===== config.mk =====
export PLATFORM = sky130hd
export DESIGN_NAME = obstacle_scheduler
export DESIGN_NICKNAME = d
export VERILOG_FILES = /design/src/rtl/dino_pkg.sv /design/src/rtl/obstacle_slot.sv /design/src/rtl/obstacle_scheduler.sv
export SDC_FILE = /design/constraint.sdc
export NUM_CORES = 1
export LEC_CHECK = 0
export CORE_MARGIN = 2
export CORE_UTILIZATION = 48
export CTS_BUF_LIST = sky130_fd_sc_hd__clkbuf_4 sky130_fd_sc_hd__clkbuf_8
export DETAILED_ROUTE_END_ITERATION = 10
export DONT_BUFFER_PORTS = 1
export HOLD_SLACK_MARGIN = 0.12
export PLACE_DENSITY = 0.71
export SYNTH_ARGS = -nofsm -noshare
export SYNTH_HDL_FRONTEND = slang
export SYNTH_SLANG_ARGS = --single-unit

===== constraint.sdc =====
create_clock -name clk -period 3.8 [get_ports clk]
set_clock_uncertainty 0.15 [all_clocks]
set_input_delay 0.38 -clock clk [delete_from_list [all_inputs] [get_ports clk]]
set_output_delay 0.38 -clock clk [all_outputs]
set_load 0.01 [all_outputs]

===== src/rtl/dino_pkg.sv =====
// Shared types and constants for the dinosaur runner obstacle datapath.
package dino_pkg;

   typedef enum logic [1:0] {
      IDLE = 2'd0,
      RUN  = 2'd1,
      OVER = 2'd2
   } game_state_t;

   localparam int POS_W    = 10;
   localparam int SCREEN_W = 640;
   localparam int SPRITE_W = 60;
   localparam int EXIT_POS = SCREEN_W + SPRITE_W;

   localparam logic [15:0] LFSR_SEED = 16'hACE1;
   // Fibonacci taps 16,14,13,11 expressed as register bits 15,13,12,10
   localparam logic [15:0] LFSR_TAPS = 16'hB400;

   function automatic logic [15:0] lfsr_next(input logic [15:0] cur);
      return {cur[14:0], ^(cur & LFSR_TAPS)};
   endfunction

endpackage


===== src/rtl/obstacle_slot.sv =====
// One cactus slot: holds a scroll position and active flag, advances by speed on each frame.
module obstacle_slot #(
   parameter int EXIT_POS = dino_pkg::EXIT_POS
) (
   input  logic       clk,
   input  logic       rst_n,
   input  logic       tick_adv,
   input  logic       spawn,
   input  logic       clear,
   input  logic [3:0] speed,
   output logic [9:0] pos,
   output logic       active,
   output logic       retire_next
);

   logic [10:0] pos_sum;

   // 11-bit sum so the exit compare never sees a wrapped position
   assign pos_sum     = {1'b0, pos} + {7'd0, speed};
   assign retire_next = (pos_sum >= 11'(EXIT_POS));

   always_ff @(posedge clk or negedge rst_n) begin
      if (!rst_n) begin
         pos    <= '0;
         active <= 1'b0;
      end else if (clear) begin
         pos    <= '0;
         active <= 1'b0;
      end else if (spawn) begin
         pos    <= '0;
         active <= 1'b1;
      end else if (tick_adv && active) begin
         if (retire_next) begin
            pos    <= '0;
            active <= 1'b0;
         end else begin
            pos <= pos_sum[9:0];
         end
      end
   end

endmodule


===== src/rtl/obstacle_scheduler.sv =====
// Game sequencer: run/over state machine, speed ramp, score, spawn scheduling over NSLOT slots.
//   state | meaning
//   IDLE  | after reset, waiting for START, outputs held
//   RUN   | game in progress, frame ticks advance slots, score and speed
//   OVER  | collision seen, everything frozen until START
module obstacle_scheduler #(
   parameter int NSLOT       = 3,
   parameter int SPEED_INIT  = 4,
   parameter int SPEED_MAX   = 12,
   parameter int RAMP_FRAMES = 600,
   parameter int MIN_GAP     = 40,
   parameter int GAP_MASK    = 63,
   parameter int EXIT_POS    = dino_pkg::EXIT_POS
) (
   input  logic                clk,
   input  logic                RESET_N,
   input  logic                START,
   input  logic                fresh,
   input  logic                collide,
   output logic                game_status,
   output logic [3:0]          speed,
   output logic [NSLOT-1:0]    slot_active,
   output logic [10*NSLOT-1:0] slot_pos,
   output logic [15:0]         score
);
   import dino_pkg::*;

   game_state_t state_q, state_d;

   logic             fresh_d;
   logic             tick;
   logic [15:0]      lfsr;
   logic [15:0]      gap_cnt;
   logic [15:0]      ramp_cnt;
   logic             run_clear;
   logic             adv;
   logic             spawn_en;
   logic [NSLOT-1:0] retire_next;
   logic [NSLOT-1:0] free_v;
   logic [NSLOT-1:0] spawn_sel;
   logic             found;

   assign tick        = fresh_d & ~fresh;
   assign game_status = (state_q == RUN);
   assign run_clear   = (state_q != RUN) && START;
   // collide wins over a same-cycle tick, so the frame is dropped
   assign adv         = (state_q == RUN) && tick && !collide;
   assign spawn_en    = adv && (gap_cnt == 16'd0);
   assign free_v      = ~slot_active | retire_next;

   always_comb begin
      state_d = state_q;
      case (state_q)
         IDLE:    if (START)   state_d = RUN;
         RUN:     if (collide) state_d = OVER;
         OVER:    if (START)   state_d = RUN;
         default: state_d = IDLE;
      endcase
   end

   always_comb begin
      spawn_sel = '0;
      found     = 1'b0;
      for (int i = 0; i < NSLOT; i++) begin
         if (spawn_en && free_v[i] && !found) begin
            spawn_sel[i] = 1'b1;
            found        = 1'b1;
         end
      end
   end

   always_ff @(posedge clk or negedge RESET_N) begin
      if (!RESET_N) begin
         state_q  <= IDLE;
         fresh_d  <= 1'b1;
         lfsr     <= LFSR_SEED;
         speed    <= 4'(SPEED_INIT);
         score    <= '0;
         gap_cnt  <= '0;
         ramp_cnt <= '0;
      end else begin
         state_q <= state_d;
         fresh_d <= fresh;
         lfsr    <= lfsr_next(lfsr);
         if (run_clear) begin
            speed    <= 4'(SPEED_INIT);
            score    <= '0;
            gap_cnt  <= '0;
            ramp_cnt <= '0;
         end else if (adv) begin
            if (score != 16'hFFFF) score <= score + 16'd1;
            // with every slot busy the gap stays at zero and the spawn retries next frame
            if (gap_cnt == 16'd0) begin
               if (found) gap_cnt <= 16'(MIN_GAP) + (lfsr & 16'(GAP_MASK));
            end else begin
               gap_cnt <= gap_cnt - 16'd1;
            end
            if (ramp_cnt == 16'(RAMP_FRAMES - 1)) begin
               ramp_cnt <= '0;
               if (speed < 4'(SPEED_MAX)) speed <= speed + 4'd1;
            end else begin
               ramp_cnt <= ramp_cnt + 16'd1;
            end
         end
      end
   end

   for (genvar i = 0; i < NSLOT; i++) begin : g_slot
      obstacle_slot #(
         .EXIT_POS (EXIT_POS)
      ) u_slot (
         .clk         (clk),
         .rst_n       (RESET_N),
         .tick_adv    (adv),
         .spawn       (spawn_sel[i]),
         .clear       (run_clear),
         .speed       (speed),
         .pos         (slot_pos[10*i +: 10]),
         .active      (slot_active[i]),
         .retire_next (retire_next[i])
      );
   end

endmodule


# [After elaboration in Yosys (flattened, before gate mapping)]
# Cells that the tools add are included.
[totals] ff_bits=104 in_bits=5 out_inout_bits=54 wordCells=119
[classes] addsub=8 magnitude_cmp=4 n_eq_ne=8 muxes=46 bitwise_logic=4 reduce_logical=36
[op_table] cell="two-way mux 16 bit" count=10
[op_table] cell="two-way mux 10 bit" count=12
[op_table] cell="adder 10 x 4 -> 11 bit" count=3
[op_table] cell=">= comparator 11 x 10 -> 1 bit, second input constant" count=3
[op_table] cell="adder 16 x 1 -> 16 bit, second input constant" count=2
[op_table] cell="nonzero test 3 bit" count=6
[op_table] cell="two-way mux 1 bit" count=17
[op_table] cell="equality test 16 x 10 -> 1 bit, second input constant" count=1
[op_table] cell="logical NOT 16 bit" count=1
[op_table] cell="two-way mux 4 bit" count=4
[op_table] cell="!= test 16 bit, second input constant" count=1
[op_table] cell="parity 16 bit" count=1
[op_table] cell="subtractor 16 x 1 -> 16 bit, second input constant" count=1
[op_table] cell="logical AND 1 bit" count=12
[op_table] cell="AND reduction 2 bit" count=6
[op_table] cell="nonzero test 2 bit" count=4
[op_table] cell="adder 6 x 6 -> 7 bit, first input constant" count=1
[op_table] cell="adder 4 x 1 -> 4 bit, second input constant" count=1
[op_table] cell="< comparator 4 bit, second input constant" count=1
[op_table] cell="two-way mux 2 bit" count=2
[op_table] cell="!= test 2 x 1 -> 1 bit, second input constant" count=2
[op_table] cell="one-hot mux 2 bit (2 select lines)" count=1
[op_table] cell="logical NOT 1 bit" count=3
[op_table] cell="!= test 3 x 2 -> 1 bit, second input constant" count=1
[op_table] cell="other kinds (10)" count=10

# [Depth between registers and ports, before layout]
# Gate-level depths: netlist of the first run.
[logic_depth] ltp_word=17 depth_mapped=12 mapped_depth_nobuf=10

# [Hierarchy]
# Synthesis of the first run repeated with hierarchy kept, for this count alone.
[unflattened] cells_unflattened=675 hier_area_um2=6298.5
[modules_own_cells] mod="obstacle_scheduler" n_inst=1 cells_each=384 area_each_um2=3671.0 seq_area_each_um2=1789.2
[modules_own_cells] mod="obstacle_slot" n_inst=3 cells_each=97 area_each_um2=875.8 seq_area_each_um2=275.3

# [Least setup slack after synthesis of the first run]
# Ideal clock, no wire load.
[synth_timing] path_kind="flip-flop to flip-flop" start="register speed[0]" end="register gap_cnt[1]" setup_ps=79 t_arrival_ps=2886 required_time_ps=3571 slack_ps=685 stages_incl_launch_ff=13 path_buffers=2 period_less_slack_ps=3115 cell_sequence="dfrtp_1 -> ha_1 -> inv_1 -> fa_1 -> buf_4 -> nand2b_4 -> a2111oi_2 -> or4b_1 -> a21oi_2 -> o311a_4 -> a21oi_4 -> buf_6 -> mux2i_1"
[synth_via] elab_chain_len=13 word_cells_on_any_way=19 cone_classes="add/sub (3); order compare (3); eq/ne (1); mux (3); bitwise (1); reduce/logical (8)"
[synth_lines] element="from (decl)" line_no="obstacle_scheduler.sv:21" source="output logic [3:0] speed,"
[synth_lines] element="from (signal assigned)" line_no="obstacle_scheduler.sv:77" source="speed <= 4'(SPEED_INIT);"
[synth_lines] element="from (signal assigned)" line_no="obstacle_scheduler.sv:86" source="speed <= 4'(SPEED_INIT);"
[synth_lines] element="from (signal assigned)" line_no="obstacle_scheduler.sv:100" source="if (speed < 4'(SPEED_MAX)) speed <= speed + 4'd1;"
[synth_lines] element="adder 10 x 4 -> 11 bit" line_no="obstacle_slot.sv:19" source="assign pos_sum = {1'b0, pos} + {7'd0, speed};"
[synth_lines] element=">= comparator 11 x 10 -> 1 bit" line_no="obstacle_slot.sv:20" source="assign retire_next = (pos_sum >= 11'(EXIT_POS));"
[synth_lines] element="OR 3 bit *" line_no="obstacle_scheduler.sv:49" source="assign free_v = ~slot_active | retire_next;"
[synth_lines] element="logical AND 1 bit" line_no="obstacle_scheduler.sv:65" source="if (spawn_en && free_v[i] && !found) begin"
[synth_lines] element="two-way mux 1 bit" line_no="obstacle_scheduler.sv:65"
[synth_lines] element="logical NOT 1 bit" line_no="obstacle_scheduler.sv:65"
[synth_lines] element="logical AND 1 bit" line_no="obstacle_scheduler.sv:65"
[synth_lines] element="two-way mux 1 bit" line_no="obstacle_scheduler.sv:65"
[synth_lines] element="logical NOT 1 bit" line_no="obstacle_scheduler.sv:65"
[synth_lines] element="logical AND 1 bit" line_no="obstacle_scheduler.sv:65"
[synth_lines] element="two-way mux 1 bit *" line_no="obstacle_scheduler.sv:65"
[synth_lines] element="!= test 3 x 2 -> 1 bit (no source line) *"
[synth_lines] element="AND reduction 2 bit (no source line) *"
[synth_lines] element="to (signal assigned)" line_no="obstacle_scheduler.sv:94" source="if (found) gap_cnt <= 16'(MIN_GAP) + (lfsr & 16'(GAP_MASK));"
[synth_lines] element="to (signal assigned)" line_no="obstacle_scheduler.sv:96" source="gap_cnt <= gap_cnt - 16'd1;"
[synth_lines] element="to (decl)" line_no="obstacle_scheduler.sv:33" source="logic [15:0] gap_cnt;"
# Mark *: on every way between the ends. The rest lies on a longest branch, timed or not.
# A chain may end at the register's enable or synchronous reset.

# [Final worst setup path of the first run]
[layout_timing] start="register speed[0]" end="register g_slot[1].u_slot.pos[0]"
[layout_via] elab_chain_len=10 word_cells_on_any_way=16 cone_classes="add/sub (2); order compare (2); mux (6); bitwise (1); reduce/logical (5)"
[layout_lines] element="adder 10 x 4 -> 11 bit" line_no="obstacle_slot.sv:19"
[layout_lines] element=">= comparator 11 x 10 -> 1 bit" line_no="obstacle_slot.sv:20"
[layout_lines] element="OR 3 bit" line_no="obstacle_scheduler.sv:49"
[layout_lines] element="logical AND 1 bit" line_no="obstacle_scheduler.sv:65"
[layout_lines] element="two-way mux 1 bit" line_no="obstacle_scheduler.sv:65"
[layout_lines] element="logical NOT 1 bit" line_no="obstacle_scheduler.sv:65"
[layout_lines] element="logical AND 1 bit" line_no="obstacle_scheduler.sv:65"
[layout_lines] element="two-way mux 1 bit" line_no="obstacle_scheduler.sv:65"
[layout_lines] element="two-way mux 10 bit" line_no="obstacle_slot.sv:29" source="end else if (spawn) begin"
[layout_lines] element="two-way mux 10 bit" line_no="obstacle_slot.sv:26" source="end else if (clear) begin"
[layout_lines] element="to (signal assigned)" line_no="obstacle_slot.sv:37" source="pos <= pos_sum[9:0];"
[layout_lines] element="to (decl)" line_no="obstacle_slot.sv:11" source="output logic [9:0] pos,"
# Parallel ways exist; a longest one is shown, timed or not. The select of a mux whose other input is x is not followed.

==> impl_metrics.yaml, run 1 <==
run_status:
  outcome: "finished clean"
global_route:
  use_met2_pct: 35.4
  global_route.usage.met3_pct: 7.08
  grt_pass1_vias: 5263
  grt.busiest_layer: "met2"
  grt_util_met1_pct: 28.7
  overflow: 0
  grt_max_degree: 105
  grtUsageTotal_pct: 22.1
  grt_pass1_wl_mm: 25.7
  antenna_found_initial: 0
setup_path:
  worstPathRequired_ps: 3940
  r2r_cells: 10
  path_class: "reg -> reg"
  cp_max_fo: 9
  worst_ep_arrival_time_ps: 3630
  critPathLaunchType: "flip-flop"
  startpoint: "speed[0]$_DFFE_PN0P_"
  rr_startpoint: "speed[0]$_DFFE_PN0P_"
  endpoint_kind: "flip-flop"
clocking:
  htree_levels: 3
  cts.clk_slew.worst_paths_ps: 100
  cts_tree: "built"
  cts_made_buffers: 9
  insertion_delay_ps: 390
  clockRootBuffer: "clkbuf_8"
  ctsLongestPathBuffers: 2
  clock_sinks: 104
  postCtsSetupRepairBufs: 0
synth:
  synthArstFlopShare_pct: 100
  synth_xor_area_share_pct: 4.92
  synth_edf_count: 0
  synth_area_leaders: "dfrtp_1 (37%), nand2_1 (4.4%), dfstp_2 (4.1%)"
  synthAdderAreaFrac_pct: 4.26
  synth_cell_types: 89
  synth_cells: 693
  syn_nets: 718
  ys_ff_latch: 104
  ys_warn_count: 0
  synth_compound_area_share_pct: 22.7
  synth_seq_area_share_pct: 40.8
  synth_area_mm2: 0.00641
  syn_area_per_cell_um2: 9.25
  synth_top_area_share_pct: 36.7
  synthMuxAreaShare_pct: 0.625
  ys.flop_type: "dfrtp_1"
  yosysTopAreaCell: "dfrtp_1"
  synth-simple-area-share_pct: 22.4
  synth_top_family_by_area: "compound AO/OA/AOI/OAI gates"
sta:
  worst_slack_ps: 306
  rsz0062_at_grt: "false"
  finalSetupViolations: 0
  timing.fmax_mhz: 286
  hold_viol_final: 0
  relSlewSlack_pct: 53.8
  final.setup.tns_ps: 0
  slew_viol_final: 0
  tightest_slew_ps: 693
  post-route-period-util_pct: 91.9
  period_minus_slack_ps: 3490
finish:
  antenna_cells: 0
  layoutNonFillerInstCount: 869
  areaGrowthSynthToFinish_pct: 5.84
  layout_commonest_cell: "dfrtp_1"
  utilization_pct: 51.6
  final_nets: 713
  drive_gt1_share_pct: 11.0
  final_cell_mix: "dfrtp_1 (94), nand2_1 (75), nor2_1 (58)"
hold_path:
  hold_depth: 2
  min-delay-start: "collide"
  hold_path.class: "in -> reg"
drt:
  drt_iter0_drc: 486
  drtPass1Iterations: 5
  totalWireLength_mm: 14.9
  drcViolationCount: 0
  avgViaCountPerCell: 6.11
  routedWlPerCell_um: 17.2
  antenna_left: 0
  vias: 5310
pwr:
  p_leak_nw: 2.78
  vdd_drop_max_uv: 276
  pwr_density_cell_mw_per_mm2: 513
  fin_total_pwr_mw: 3.48
floorplan:
  die_x_um: 120
  placementRows: 42
  initial_core_util_pct: 48.8
  dieArea_mm2: 0.0143
  die_h_um: 120
  core_area_mm2: 0.0131
  pin_count: 59
job:
  drv_cap: 0
placement:
  hpwl_mm: 10.6
  gp_congestion: 0.873
  io_buffer_count: 0
  post-place-cells: 848
  pre_cts_ws_ps: 269
state kept, by name, indices dropped and copies added (netlist names):
register / count
lfsr: 16
g_slot.u_slot.pos: 30
score: 16
g_slot.u_slot.active: 3
state_q: 2
fresh_d: 1
speed: 4
ramp_cnt: 16
gap_cnt: 16
what timing repair did:
| item | in CTS | in global routing |
|---|---|---|
| resized for setup | 0 | 1 |
| endpoints found under the hold margin | 107 | 0 |
| setup endpoints to repair | 0 | 1 |
| hold buffers | 5 | 0 |
power breakdown:
| group | switching (mW) | internal [mW] | total (mW) |
|---|---|---|---|
| clock network | 0.406 | 0.259 | 0.665 |
| logic | 0.903 | 0.509 | 1.41 |
| registers | 0.189 | 1.21 | 1.40 |
| total | 1.50 | 1.98 | 3.48 |
kinds of logic (layout without fill, tap and decap cells):
family                   Yosys count  after routing
buffers and inverters             59             59
multiplexers                       4              4
AND/OR/NAND/NOR                  276            276
XOR/XNOR                          36             36
adder cells (fa/ha/maj)           20             20
AO/OA/AOI/OAI                    194            194
flip-flops                       104            104
cell usage after synthesis, drive strengths merged, types with 6 or more instances:
| cell | count |
|---|---|
| ha | 17 |
| o22ai | 6 |
| or3 | 7 |
| dfstp | 10 |
| nor2 | 61 |
| nor3 | 16 |
| a211oi | 13 |
| nand2 | 75 |
| nand4 | 13 |
| xnor2 | 14 |
| a21oi | 35 |
| and2 | 6 |
| a31oi | 23 |
| inv | 30 |
| dfrtp | 94 |
| clkbuf | 15 |
| nor4 | 13 |
| o211ai | 12 |
| nand2b | 11 |
| nand3 | 23 |
| and3 | 16 |
| or2 | 7 |
| xor2 | 22 |
| buf | 14 |
| o21ai | 46 |
per-stage QoR:
stage                     hold WS, ps  cell area [um2]
final                             144             6780
after global routing              157             6780
after CTS                         128             6780
after detailed placement        -61.5             6530
after global placement          -61.3             6530
after floorplan                 -65.6             6410
path summary, 6_finish.rpt:
path                                                       end  slack (ps)
min in group asynchronous              ramp_cnt[9]$_DFFE_PN0P_         400
max in group asynchronous                 speed[2]$_DFFE_PN1P_        2690
hold / removal                          state_q[0]$_DFFE_PN0P_         140
setup reg to reg           g_slot[1].u_slot.pos[0]$_DFFE_PN0P_         310
hold reg to reg                              lfsr[9]$_DFF_PN0_         210
setup / recovery           g_slot[1].u_slot.pos[0]$_DFFE_PN0P_         310
critical path, cell delays in order, from the launching register on:
cell and delay [ps]:
dfrtp_1 470, ha_1 240, inv_1 70, fa_1 500, nand2b_4 220, a21oi_1 360
nor4_1 80, o21a_1 260, nor3_2 470, a31oi_2 280, a22o_1 290
metal layers:
metal  wire length [um]  part of all wire (%)  up-vias
met1               6550                    44     2585
met2               7200                    48      155
met4                229                   1.5        0
li1                   -                     -     2545
met5                  0                     0        -
met3                942                   6.3       25
final cells by class:
class	count	area, um2
Timing Repair Buffer	13	128
Clock buffer	10	138
Clock inverter	6	42.5
Inverter	30	113
Fill cell	1239	6350
Multi-Input combinational cell	530	3530
Tap cell	176	220
Sequential cell	104	2620
Note: power is estimated with default switching activity, not from simulation.
==> run 2, diff against run 1 <==
--- a/config.mk
+++ b/config.mk
@@ -5,6 +5,7 @@
 export SDC_FILE = /design/constraint.sdc
 export NUM_CORES = 1
 export LEC_CHECK = 0
+export ABC_AREA = 1
 export CORE_MARGIN = 2
 export CORE_UTILIZATION = 48
 export CTS_BUF_LIST = sky130_fd_sc_hd__clkbuf_4 sky130_fd_sc_hd__clkbuf_8
==> impl_metrics.yaml, run 2 <==
run_status:
  outcome: "finished clean"
pwr:
  pwr-share-seq_pct: 42.6
  clock_power_share_pct: 18.9
  p_leak_nw: 3.21
  p_int_mw: 2.16
  p_switching_mw: 1.59
  pwr_density_cell_mw_per_mm2: 569
  p_comb_share_pct: 38.5
  p_sw_share_pct: 42.3
  vdd_drop_max_uv: 202
finish:
  regArea_mm2: 0.00262
  final_cell_mix: "nand2_1 (195), inv_1 (101), nand3_1 (95)"
  utilization_pct: 52.3
  antenna_cells: 0
  areaGrowthSynthToFinish_pct: 6.16
  largest_reg_flops: 30
  drive_gt1_share_pct: 7.79
  fill_cells: 1190
  multi_input_area_mm2: 0.00306
  final_nets: 829
  top_register: "g_slot.u_slot.pos"
  layout_commonest_cell: "nand2_1"
sta:
  finalSetupViolations: 0
  relSlewSlack_pct: 50.0
  slew_viol_final: 0
  timing.fmax_mhz: 301
  hold_viol_final: 0
  hold_ws_ps: 196
  rsz0062_at_grt: "false"
  period_minus_slack_ps: 3320
  tightest_slew_ps: 747
  final.setup.tns_ps: 0
  post-route-period-util_pct: 87.5
drt:
  drtPass1Iterations: 5
  drt_iter0_drc: 498
  vias: 5186
  totalWireLength_mm: 13.3
  routedWlPerCell_um: 13.5
  avgViaCountPerCell: 5.29
  antenna_left: 0
  drcViolationCount: 0
clocking:
  clockRootBuffer: "clkbuf_8"
  hold_buffers: 5
  ctsResizeCount: 0
  ctsLongestPathBuffers: 2
  cts_tree: "built"
  htree_levels: 3
  clock_sinks: 104
  cts.clk_slew.worst_paths_ps: 100
  cts_made_buffers: 9
  postCtsSetupRepairBufs: 0
  insertion_delay_ps: 380
synth:
  synth_top_area_share_pct: 37.9
  syn_area_per_cell_um2: 7.70
  ys.flop_type: "dfrtp_1"
  synth_cells: 807
  synth_edf_count: 0
  yosysTopAreaCell: "dfrtp_1"
  synthArstFlopShare_pct: 100
  ys_ff_latch: 104
  synth_seq_area_share_pct: 42.1
  synth.top_cells.by_count: "nand2_1 (195), inv_1 (101), nand3_1 (95)"
  synth_most_common_cell: "nand2_1"
  syn_nets: 832
  ys_warn_count: 0
  synth_area_mm2: 0.00621
  synth_cell_types: 48
  synth_area_leaders: "dfrtp_1 (38%), nand2_1 (12%), nand3_1 (7.7%)"
setup_path:
  rr_startpoint: "speed[0]$_DFFE_PN0P_"
  r2r_setup_slack_ps: 480
  critPathLaunchType: "flip-flop"
  r2r_cells: 18
  endpoint_kind: "flip-flop"
  cp_max_fo: 10
  path_class: "reg -> reg"
  r2r_end: "g_slot[1].u_slot.pos[7]$_DFFE_PN0P_"
  worst_ep_arrival_time_ps: 3440
  worstPathRequired_ps: 3920
global_route:
  grtUsageTotal_pct: 19.7
  overflow: 0
  grt_pass1_vias: 4775
  grt_max_degree: 105
  grt_pass1_wl_mm: 22.7
  antenna_found_initial: 0
floorplan:
  pin_count: 59
  die_x_um: 118
  placementRows: 41
  dieArea_mm2: 0.0139
  core_area_mm2: 0.0126
  initial_core_util_pct: 49.2
  die_h_um: 118
hold_path:
  worstHoldEndpoint: "lfsr[7]$_DFF_PN1_"
  hold_depth: 0
  hold_path.class: "reg -> reg"
  min-delay-start: "lfsr[6]$_DFF_PN1_"
placement:
  io_buffer_count: 0
  hpwl_mm: 9.21
  gp_congestion: 0.871
job:
  drv_cap: 0
-- run 2: stage by stage --
stage               total power, mW  setup WS (ps)  instances  cell area [um2]
floorplan                      2.73           1040        807             6210
global placement               3.02            606        960             6330
detailed placement             3.02            516        960             6330
CTS                            3.77            492        981             6590
global route                   4.08            170        981             6590
finish                         3.75            475        981             6590
-- run 2: worst max path at each step --
| stage | cells past startpoint | slack (ps) | to | from |
|---|---|---|---|---|
| global placement | 18 | 610 | g_slot[1].u_slot.pos[9]$_DFFE_PN0P_ | speed[0]$_DFFE_PN0P_ |
| floorplan | 18 | 1040 | gap_cnt[12]$_DFFE_PN0P_ | speed[0]$_DFFE_PN0P_ |
| CTS | 18 | 490 | g_slot[1].u_slot.pos[7]$_DFFE_PN0P_ | speed[0]$_DFFE_PN0P_ |
| detailed placement | 18 | 520 | g_slot[1].u_slot.pos[7]$_DFFE_PN0P_ | speed[0]$_DFFE_PN0P_ |
| finish | 18 | 480 | g_slot[1].u_slot.pos[7]$_DFFE_PN0P_ | speed[0]$_DFFE_PN0P_ |
| global route | 18 | 170 | g_slot[1].u_slot.pos[7]$_DFFE_PN0P_ | speed[0]$_DFFE_PN0P_ |
-- run 2: logic make-up (layout without fill, tap and decap cells) --
family | Yosys count | in the layout | synth area share, %
adders and majority gates | 20 | 20 | 4.39
and+or+nand+nor | 437 | 437 | 33.0
xor gates and xnor gates | 27 | 27 | 3.81
buffers and inverters | 131 | 133 | 8.66
AOI/OAI and AO/OA | 88 | 88 | 8.08
DFF | 104 | 104 | 42.1
-- run 2: power by group through the flow --
stage	sequential [mW]	combinational (mW)	clock, mW
after floorplan	1.54	1.19	0
after global placement	1.62	1.40	0
after detailed placement	1.62	1.41	0
after CTS	1.60	1.45	0.732
after global routing	1.63	1.67	0.777
final	1.60	1.44	0.710
-- run 2: final cells by class --
cell class,instances,area share (%)
flip-flops and latches,104,39.7
clock buffers,13,2.33
repair buffers,9,1.48
multi-input cells,572,46.4
inverters,108,6.24
well taps,172,3.26
clock inverters,3,0.645
-- run 2: critical path, stage by stage (launching register included) --
cell and delay, ps:
dfrtp_1 550, ha_1 280, inv_1 70, fa_1 390
inv_1 120, nand3_1 80, nand2_1 130, nand3_1 80
nand2_1 130, nand3_1 100, nor2_1 120, nand3_1 100
nand3_1 140, nand3_1 210, buf_4 250, nand2_1 70
inv_2 100, nand3b_1 100, nand2_1 70
-- run 2: metal layers --
metal	vias to the layer above	wire length, um	global-route usage (%)
met2	83	6100	30.9
li1	2645	-	-
met1	2438	6420	27.2
met3	20	548	3.78
met4	0	216	7.15
met5	-	0	0
==> run 3, diff against run 2 <==
--- a/config.mk
+++ b/config.mk
@@ -8,7 +8,6 @@
 export ABC_AREA = 1
 export CORE_MARGIN = 2
 export CORE_UTILIZATION = 48
-export CTS_BUF_LIST = sky130_fd_sc_hd__clkbuf_4 sky130_fd_sc_hd__clkbuf_8
 export DETAILED_ROUTE_END_ITERATION = 10
 export DONT_BUFFER_PORTS = 1
 export HOLD_SLACK_MARGIN = 0.12
==> impl_metrics.yaml, run 3 (same netlist as run 2, synthesis figures left out) <==
hold_path:
  hold_path.class: "in -> reg"
  hold_depth: 3
  min-delay-start: "START"
  worstHoldEndpoint: "state_q[1]$_DFFE_PN0P_"
finish:
  drive_gt1_share_pct: 7.30
  fill_cells: 1176
  fin_area_mm2: 0.00667
  final_cell_mix: "nand2_1 (195), inv_1 (101), nand3_1 (95)"
  multi_input_area_mm2: 0.00306
  regArea_mm2: 0.00262
  top_register: "g_slot.u_slot.pos"
  antenna_cells: 0
  layout_commonest_cell: "nand2_1"
  final_nets: 828
  utilization_pct: 52.9
  areaGrowthSynthToFinish_pct: 7.39
  largest_reg_flops: 30
floorplan:
  die_h_um: 118
  pin_count: 59
  initial_core_util_pct: 49.2
  dieArea_mm2: 0.0139
  placementRows: 41
  die_x_um: 118
  core_area_mm2: 0.0126
setup_path:
  critPathSlowestCell: "dfrtp_1"
  r2r_end: "g_slot[1].u_slot.pos[7]$_DFFE_PN0P_"
  endpoint_kind: "flip-flop"
  path_class: "reg -> reg"
  critPathLaunchType: "flip-flop"
  r2r_setup_slack_ps: 480
  cp_cell_sequence: "ha_1 -> inv_1 -> fa_1 -> inv_1 -> nand3_1 -> nand2_1 -> nand3_1 -> nand2_1 -> nand3_1 -> nor2_1 -> nand3_1 -> nand3_1 -> nand3_1 -> buf_4 -> nand2_1 -> inv_2 -> nand3b_1 -> nand2_1"
  cp_max_fo: 10
  worst_ep_arrival_time_ps: 3400
  crit_family: "simple AND/OR/NAND/NOR gates"
  critPathBufInv: 4
  startpoint: "speed[0]$_DFFE_PN0P_"
  cpPeakStageDelay_ps: 540
  r2r_cells: 18
  worstPathRequired_ps: 3880
  path_common_cell: "nand3_1"
  rr_startpoint: "speed[0]$_DFFE_PN0P_"
clocking:
  cts_made_buffers: 9
  hold_buffers: 4
  postCtsSetupRepairBufs: 0
  htree_levels: 3
  insertion_delay_ps: 350
  ctsLongestPathBuffers: 2
  cts_tree: "built"
  cts.clk_slew.worst_paths_ps: 70
  clock_sinks: 104
  clockRootBuffer: "clkbuf_16"
  ctsResizeCount: 0
global_route:
  grt_pass1_vias: 4766
  grt_pass1_wl_mm: 22.5
  overflow: 0
  grt_max_degree: 105
  antenna_found_initial: 0
  grtUsageTotal_pct: 19.7
sta:
  hold_ws_ps: 156
  tightest_slew_ps: 739
  rsz0062_at_grt: "false"
  slew_viol_final: 0
  relSlewSlack_pct: 50.5
  period_minus_slack_ps: 3320
  hold_viol_final: 0
  post-route-period-util_pct: 87.4
  final.setup.tns_ps: 0
  timing.fmax_mhz: 301
  finalSetupViolations: 0
placement:
  place_area_mm2: 0.00633
  gp_congestion: 0.871
  hpwl_mm: 9.21
  io_buffer_count: 0
drt:
  met1Wirelength_mm: 6.35
  drt_iter0_drc: 517
  drcViolationCount: 0
  met2WireLength_mm: 6.05
  routedWlPerCell_um: 13.6
  vias: 5227
  drtPass1Iterations: 5
  avgViaCountPerCell: 5.33
  antenna_left: 0
  totalWireLength_mm: 13.3
  dr.max_layer_used: "met4"
  wl_met3_um: 651
pwr:
  pwr_density_cell_mw_per_mm2: 593
  pwr-share-seq_pct: 40.5
  vdd_drop_max_uv: 266
  p_switching_mw: 1.61
  p_sw_share_pct: 40.8
  fin_total_pwr_mw: 3.95
  p_int_mw: 2.34
  p_leak_nw: 3.23
  p_comb_share_pct: 36.4
  clock_power_share_pct: 23.1
run_status:
  outcome: "finished clean"
job:
  drv_cap: 0
## run 3: cell count changes in the layout (fill, tap and decap cells not counted)
cell	before	now
clkbuf_16	0	9
clkbuf_8	9	0
clkbuf_1	0	4
clkbuf_4	4	0
dlygate4sd3_1	4	3
## run 3: area by class of cell
type	instances	share of cell area (%)
multi-input combinational	572	45.8
sequential	104	39.2
inverter	108	6.17
clock buffer	13	3.60
tap	172	3.23
timing repair buffer	8	1.31
clock inverter	3	0.638
## run 3: per-stage QoR
step | cells | setup slack [ps]
after floorplan | 807 | 1040
after global placement | 960 | 606
final | 980 | 479
after global routing | 980 | 178
after CTS | 980 | 498
after detailed placement | 960 | 516
## run 3: power groups by stage
| stage | logic, mW | registers, mW | clock network (mW) |
|---|---|---|---|
| 6_report | 1.44 | 1.60 | 0.912 |
| 5_1_grt | 1.67 | 1.63 | 0.980 |
| 4_1_cts | 1.45 | 1.60 | 0.941 |
| 3_5_place_dp | 1.41 | 1.62 | 0 |
| 3_3_place_gp | 1.40 | 1.62 | 0 |
| 2_1_floorplan | 1.19 | 1.54 | 0 |
## run 3: routing by layer
layer,vias up,GRT usage (%)
met5,-,0
met4,0,7.91
met3,23,4.22
met2,118,30.6
met1,2433,27.0
li1,2653,-
## run 3: worst register-to-register path, cell delays in order, from the launching register on
cell,delay [ps]
dfrtp_1,540
ha_1,280
inv_1,70
fa_1,390
inv_1,120
nand3_1,80
nand2_1,130
nand3_1,80
nand2_1,130
nand3_1,100
nor2_1,120
nand3_1,100
nand3_1,140
nand3_1,210
buf_4,250
nand2_1,70
inv_2,100
nand3b_1,100
nand2_1,60
## run 3: worst max-delay path by stage
stage / cells past startpoint / endpoint
after floorplan: 18 / gap_cnt[12]$_DFFE_PN0P_
after global placement: 18 / g_slot[1].u_slot.pos[9]$_DFFE_PN0P_
after detailed placement: 18 / g_slot[1].u_slot.pos[7]$_DFFE_PN0P_
after CTS: 18 / g_slot[1].u_slot.pos[7]$_DFFE_PN0P_
after global routing: 18 / g_slot[1].u_slot.pos[1]$_DFFE_PN0P_
final: 18 / g_slot[1].u_slot.pos[7]$_DFFE_PN0P_
